$ cat config.mk
export PLATFORM = sky130hd
export DESIGN_NAME = sync_fifo_flags
export DESIGN_NICKNAME = d
export VERILOG_FILES = /design/src/rtl/sync_fifo_flags.sv
export SDC_FILE = /design/constraint.sdc
export NUM_CORES = 1
export LEC_CHECK = 0
export ABC_CLOCK_PERIOD_IN_PS = 6200
export BUFFER_PORTS_ARGS = -buffer_cell sky130_fd_sc_hd__clkbuf_2
export CORE_ASPECT_RATIO = 2
export CORE_MARGIN = 3
export CORE_UTILIZATION = 65
export CTS_BUF_LIST = sky130_fd_sc_hd__clkbuf_8
export CTS_CLUSTER_DIAMETER = 30
export CTS_CLUSTER_SIZE = 12
export DETAILED_ROUTE_END_ITERATION = 10
export PLACE_DENSITY = 0.84
export RECOVER_POWER = 25
export SETUP_SLACK_MARGIN = 0.15
export SYNTH_ARGS = -nofsm -noshare
export SYNTH_HDL_FRONTEND = slang
export SYNTH_SLANG_ARGS = --single-unit
$ cat constraint.sdc
create_clock -name clk -period 6.2 [get_ports clk]
set_clock_uncertainty 0.15 [all_clocks]
set_input_delay 0.62 -clock clk [delete_from_list [all_inputs] [get_ports clk]]
set_output_delay 0.62 -clock clk [all_outputs]
set_load 0.01 [all_outputs]
$ cat src/rtl/sync_fifo_flags.sv
// -----------------------------------------------------------------------------
// sync_fifo_flags
//
// Single-clock FIFO with an occupancy count, programmable almost-full and
// almost-empty thresholds, and sticky overflow/underflow error flags.
//
// Optional feature: define FIFO_FWFT_EN for first-word-fall-through reads.
//   - With FIFO_FWFT_EN, dout shows the head entry combinationally.
//   - Without it, dout is a register loaded on each accepted read.
//
// Parameters:
//   WIDTH          data width in bits (>= 1)
//   DEPTH          number of entries, power of two (>= 2)
//   AFULL_THRESH   almost_full  when count >= AFULL_THRESH  (1..DEPTH)
//   AEMPTY_THRESH  almost_empty when count <= AEMPTY_THRESH (0..DEPTH-1)
//
// Ports:
//   clk           clock, all state changes on posedge
//   rst           asynchronous active-high reset
//   wr_en, din    write request and data
//   rd_en, dout   read request and data
//   full, empty, almost_full, almost_empty   decodes of count
//   count         occupancy, 0..DEPTH
//   overflow      sticky: write attempted while full
//   underflow     sticky: read attempted while empty
//   clr_err       synchronous clear of overflow/underflow
//
// Handshake:
//   - wr_en acts as a valid and !full as its ready; a write is accepted
//     only when both are high in the same cycle.
//   - rd_en acts as a valid and !empty as its ready; a read is accepted
//     only when both are high in the same cycle.
//   - Both readies come from the registered count, so they never depend
//     combinationally on wr_en or rd_en.
// -----------------------------------------------------------------------------
module sync_fifo_flags #(
   parameter int WIDTH         = 8,
   parameter int DEPTH         = 16,
   parameter int AFULL_THRESH  = DEPTH - 2,
   parameter int AEMPTY_THRESH = 2
) (
   input  logic                     clk,
   input  logic                     rst,
   input  logic                     wr_en,
   input  logic [WIDTH-1:0]         din,
   input  logic                     rd_en,
   output logic [WIDTH-1:0]         dout,
   output logic                     full,
   output logic                     empty,
   output logic                     almost_full,
   output logic                     almost_empty,
   output logic [$clog2(DEPTH):0]   count,
   output logic                     overflow,
   output logic                     underflow,
   input  logic                     clr_err
);

   localparam int AW = $clog2(DEPTH);
   localparam int CW = AW + 1;

   logic [WIDTH-1:0] r_mem [DEPTH];
   logic [AW-1:0]    r_wptr;
   logic [AW-1:0]    r_rptr;
   logic [CW-1:0]    r_count;
   logic             r_overflow;
   logic             r_underflow;

   logic             w_full;
   logic             w_empty;
   logic             w_wr_acc;
   logic             w_rd_acc;

   // All status flags decode the count register only, so they change
   // exclusively on clock edges.
   assign w_full       = (r_count == CW'(DEPTH));
   assign w_empty      = (r_count == '0);
   assign full         = w_full;
   assign empty        = w_empty;
   assign almost_full  = (r_count >= CW'(AFULL_THRESH));
   assign almost_empty = (r_count <= CW'(AEMPTY_THRESH));
   assign count        = r_count;
   assign overflow     = r_overflow;
   assign underflow    = r_underflow;

   // Acceptance looks at this cycle's full/empty: a read in the same cycle
   // does not make room for a write, and a write does not feed a read.
   assign w_wr_acc = wr_en && !w_full;
   assign w_rd_acc = rd_en && !w_empty;

   // Storage is deliberately not reset.
   always_ff @(posedge clk) begin
      if (w_wr_acc) begin
         r_mem[r_wptr] <= din;
      end
   end

   always_ff @(posedge clk or posedge rst) begin
      if (rst) begin
         r_wptr      <= '0;
         r_rptr      <= '0;
         r_count     <= '0;
         r_overflow  <= 1'b0;
         r_underflow <= 1'b0;
      end else begin
         // Pointers are exactly AW bits wide, so DEPTH-1 -> 0 wraps for free.
         if (w_wr_acc) begin
            r_wptr <= r_wptr + 1'b1;
         end
         if (w_rd_acc) begin
            r_rptr <= r_rptr + 1'b1;
         end

         case ({w_wr_acc, w_rd_acc})
            2'b10:   r_count <= r_count + 1'b1;
            2'b01:   r_count <= r_count - 1'b1;
            default: r_count <= r_count;
         endcase

         // A new error event takes priority over a coincident clear.
         if (wr_en && w_full) begin
            r_overflow <= 1'b1;
         end else if (clr_err) begin
            r_overflow <= 1'b0;
         end

         if (rd_en && w_empty) begin
            r_underflow <= 1'b1;
         end else if (clr_err) begin
            r_underflow <= 1'b0;
         end
      end
   end

`ifdef FIFO_FWFT_EN
   // Head entry is always presented; an accepted read pops the word shown.
   // The value is meaningless while empty.
   assign dout = r_mem[r_rptr];
`else
   logic [WIDTH-1:0] r_dout;

   always_ff @(posedge clk or posedge rst) begin
      if (rst) begin
         r_dout <= '0;
      end else if (w_rd_acc) begin
         r_dout <= r_mem[r_rptr];
      end
   end

   assign dout = r_dout;
`endif

endmodule

Word level (Yosys, flattened, before mapping)
Memory sizes are Yosys's and may differ from the RTL's. A register that Yosys moved wholly into a read port is not among the register bits.
Index checks and enable logic that the tools add are counted.
{"block": "classes", "eq_ne": 3, "n_reduce_logical": 10, "muxes": 6, "addsub": 4, "order_cmp": 2}
{"operator": "case mux 5 bit (2 select lines)", "n": 1}
{"operator": "adder 4 x 1 -> 4 bit (second input constant)", "n": 2}
{"operator": "nonzero test 2 bit", "n": 3}
{"operator": "adder 5 x 1 -> 5 bit (second input constant)", "n": 1}
{"operator": "equality test 5 bit (second input constant)", "n": 1}
{"operator": ">= comparator 5 x 4 -> 1 bit (second input constant)", "n": 1}
{"operator": "<= comparator 5 x 2 -> 1 bit (second input constant)", "n": 1}
{"operator": "logical NOT 5 bit", "n": 1}
{"operator": "two-way mux 1 bit", "n": 5}
{"operator": "subtractor 5 x 1 -> 5 bit (second input constant)", "n": 1}
{"operator": "logical AND 1 bit", "n": 4}
{"operator": "equality test 2 x 1 -> 1 bit (second input constant)", "n": 1}
{"operator": "equality test 2 bit (second input constant)", "n": 1}
{"operator": "logical NOT 1 bit", "n": 2}
{"block": "word_totals", "ramBits": 128, "n_memories": 1, "inputBits": 13, "ff_bits": 15}
{"name": "r_mem", "depth": 16, "width": 8, "rd": 1, "rd_clocked_by_memory_dff": 1, "write_ports": 1, "line": "61", "text": "logic [WIDTH-1:0] r_mem [DEPTH];"}

Depth between registers and ports, before layout
{"block": "logic_depth", "word_depth": 5, "depth_mapped": 13}

Worst setup path after synthesis
Ideal clock, no wire load.
{"block": "synth_timing", "kind": "reg-to-reg", "from": "register r_count[1] (netlist: count[1])", "to": "register r_count[4] (netlist: count[4])", "stages_incl_launch_ff": 14, "arrival_ns": 2.714, "path_slack_ns": 3.213, "path_buffers": 3, "required_time_ns": 5.927, "cell_sequence": "dfrtp_1 buf_6 or3_4 o31a_1 buf_6 inv_1 ha_1 clkbuf_1 xor2_1 ha_1 o211a_1 o31ai_1 a31oi_1 xnor2_1"}
{"block": "synth_via", "elab_chain_cells": 5}
{"element": "start, declared", "line": "64", "text": "logic [CW-1:0] r_count;"}
{"element": "start signal, assigned", "line": "114", "text": "2'b10: r_count <= r_count + 1'b1;"}
{"element": "start signal, assigned", "line": "115", "text": "2'b01: r_count <= r_count - 1'b1;"}
{"element": "start signal, assigned", "line": "116", "text": "default: r_count <= r_count;"}
{"element": "equality test 5 bit / logical NOT 5 bit (equally long branches)", "line": "75, 76"}
{"element": "logical NOT 1 bit (on tied branches)", "line": "87, 88"}
{"element": "logical AND 1 bit (on tied branches)", "line": "87, 88"}
{"element": "equality test 2 x 1 -> 1 bit / equality test 2 bit (equally long branches)", "line": "113", "text": "case ({w_wr_acc, w_rd_acc})"}
{"element": "case mux 5 bit (2 select lines) / nonzero test 2 bit (equally long branches)"}
Several ways; a longest one is shown, not always the timed one.
A chain may end at the register's enable or synchronous reset.

Worst setup path after layout
{"block": "layout_timing", "from": "register r_count[1] (netlist: count[1])", "to": "register r_count[4] (netlist: count[4])"}
{"block": "layout_via", "elab_chain_cells": 5}
{"element": "logical NOT 5 bit *", "line": "76", "text": "assign w_empty = (r_count == '0);"}
{"element": "logical NOT 1 bit *", "line": "88", "text": "assign w_rd_acc = rd_en && !w_empty;"}
{"element": "logical AND 1 bit *", "line": "88"}
{"element": "via w_rd_acc", "line": "71", "text": "logic w_rd_acc;"}
{"element": "equality test 2 x 1 -> 1 bit / equality test 2 bit (equally long branches)", "line": "113"}
{"element": "case mux 5 bit (2 select lines) / nonzero test 2 bit (equally long branches)"}
Mark *: on every way through the listed nets, which the timed path passes. The rest lies on a longest branch.

==> flow_summary.yaml <==
final_layout:
  diodes: 0
  area_delta_synth_final_pct: 10.5
  final_common_cell: "edfxtp_1"
  fin_cells: 476
  fin_util_pct: 74.4
  final_nets: 383
  final_cell_mix: "edfxtp_1 (128), mux4_2 (32), clkbuf_2 (25), dfrtp_1 (22), nand2_1 (21)"
  layout-drive-gt1-share_pct: 27.0
die:
  num_io_pins: 32
  initial_core_util_pct: 67.3
  rows: 49
  die_w_um: 74.6
  core-area_um2: 9070
  die_h_um: 143
  die-area_um2: 10700
placed_design:
  dp_hpwl_mm: 7.28
  dp.cells: 444
  gp_congestion: 0.747
  place_ws_ns: 2.99
  portBuffers: 31
yosys:
  synth_cells: 325
  yosysTopAreaCellShare_pct: 62.9
  syn-num-nets: 347
  synth.avg_cell_area_um2: 18.8
  synth_area_um2: 6110
  synth_largest_area_cell: "edfxtp_1"
  ys_seq_elements: 151
  yosysSeqAreaShare_pct: 72.3
  synth-warning-count: 0
  synth-main-ff-cell: "edfxtp_1"
  synth.distinct_cells: 39
  async_flop_share_pct: 15.2
  synth_edf_count: 128
  synthTopCellsByArea: "edfxtp_1 (63%), mux4_2 (12%), dfrtp_1 (9.4%), mux2i_1 (2.6%), ha_1 (1.8%)"
clock_tree:
  cts.sinks: 151
  cts.clk_slew.worst_paths_ns: 0.08
  clk_latency_ns: 0.44
  cts_tree: "yes"
  cts_hold_buf: 0
  numCtsBuffers: 17
  cts-root-buf: "clkbuf_8"
  cts_resized: 0
  h-tree-depth: 4
  post-cts-setup-buffers: 0
  clockBufferDepth: 2
route:
  viasPerCell: 6.30
  dr_total_vias: 2998
  postRouteAntennaNets: 0
  drt_wl_total_mm: 10.8
  wl_per_cell_um: 22.7
  first_iter_violations: 195
  drtPass1Iterations: 4
  drcViolationCount: 0
global_routing:
  first_global_vias: 3278
  use_met3_pct: 5.36
  grt-ovfl-total: 0
  busiest_layer: "met2"
  grt_pass1_wl_mm: 17.1
  gr-usage-all-layers_pct: 22.9
  grt_max_degree: 35
  grtUsageMet1_pct: 25.0
  antenna_found_initial: 0
  use_met2_pct: 39.9
timing:
  fin_crit_sh_pct: 52.0
  fin_crit_ns: 3.23
  rsz0062_at_grt: "false"
  worst_slew_pin_slew_ns: 1.11
  fin_ws_ns: 2.97
  setup_viol: 0
  slew_violations: 0
  hold_viol: 0
  tns_ns: 0
  slew_headroom_pct: 25.8
  max_freq_ghz: 0.310
power:
  ir_drop_uv: 236
  p_per_area_nw_per_um2: 447
  p_leak_nw: 2.37
  total_power_mw: 3.02
worst_setup_path:
  worstPathArrival_ns: 3.41
  crit_fanout: 11
  cp.required_ns: 6.39
  cp-start-kind: "register"
  cp-end-kind: "register"
  path_class: "register to register"
hold_path:
  hold_path.class: "input port to async pin"
outcome:
  outcome: "completed"
run:
  cap_violations: 0
==> registers in the layout (all words and copies together), names as in the netlist <==
name,flops
count,5
dout,8
overflow,1
r_mem,128
r_rptr,4
r_wptr,4
underflow,1
==> per-layer routing <==
| layer | up-vias | share of wire [%] |
|---|---|---|
| li1 | 1355 | - |
| met1 | 1530 | 36 |
| met2 | 88 | 58 |
| met3 | 25 | 4.1 |
| met4 | 0 | 2.3 |
| met5 | - | 0 |
==> per-stage QoR <==
stage | hold WS, ns | cell area [um2]
floorplan | 0.349 | 6110
global placement | 0.333 | 6320
detailed placement | 0.327 | 6320
CTS | 0.188 | 6760
global route | 0.236 | 6750
finish | 0.183 | 6750
==> report_power, final <==
group	leakage, nW	internal, mW	switching, mW	total (mW)
clock network	0.209	0.440	0.362	0.802
registers	1.43	1.26	0.194	1.45
logic	0.728	0.396	0.367	0.763
==> cell type report <==
class	instances	area [um2]
clock inverters	15	200
well taps	102	128
clock buffers	17	234
inverters	8	30.0
fillers	517	2320
flip-flops and latches	151	4420
repair buffers	36	185
multi-input cells	147	1550
==> logic make-up after synthesis <==
kind of cell / after synthesis / synth area share [%]
simple gates: 54 / 4.22
compound gates: 25 / 3.32
fa+ha+maj: 9 / 1.84
buf+inv: 27 / 2.27
mux: 49 / 14.6
xor+xnor: 10 / 1.43
flops: 151 / 72.3
==> synth_stat cells, types with 2 or more instances <==
cell type	number
a22o_1	2
buf_1	2
buf_6	3
clkbuf_1	4
dfrtp_1	23
a21oi_1	3
edfxtp_1	128
buf_2	9
mux4_2	32
nor2_1	15
nor3_1	6
xor2_1	3
ha_1	9
inv_1	7
nand2b_1	4
mux2i_1	16
o221ai_1	8
o21ai_0	4
nand2_1	21
xnor2_1	7
==> critical path, stage by stage, from the launching register on <==
cell,delay (ns)
dfrtp_1,0.49
or3_4,0.46
o31ai_4,0.46
inv_2,0.15
ha_1,0.33
xor2_1,0.18
ha_1,0.23
o211a_1,0.24
o31ai_1,0.20
a31oi_1,0.08
xnor2_1,0.14
==> final timing paths <==
path | cells past startpoint | slack, ns | from | endpoint
max | 10 | 2.97 | count[1]$_DFFE_PP0P_ | count[4]$_DFFE_PP0P_
max reg2reg | 10 | 2.97 | count[1]$_DFFE_PP0P_ | count[4]$_DFFE_PP0P_
min in group clk | 2 | 0.27 | wr_en | overflow$_DFFE_PP0P_
min reg2reg | 2 | 0.35 | dout[2]$_DFFE_PP0P_ | dout[2]$_DFFE_PP0P_
max in group asynchronous | 2 | 5.10 | rst | r_rptr[2]$_DFFE_PP0P_
min | 2 | 0.18 | rst | r_wptr[0]$_DFFE_PP0P_
No activity file was read; power rests on OpenSTA's default activity.
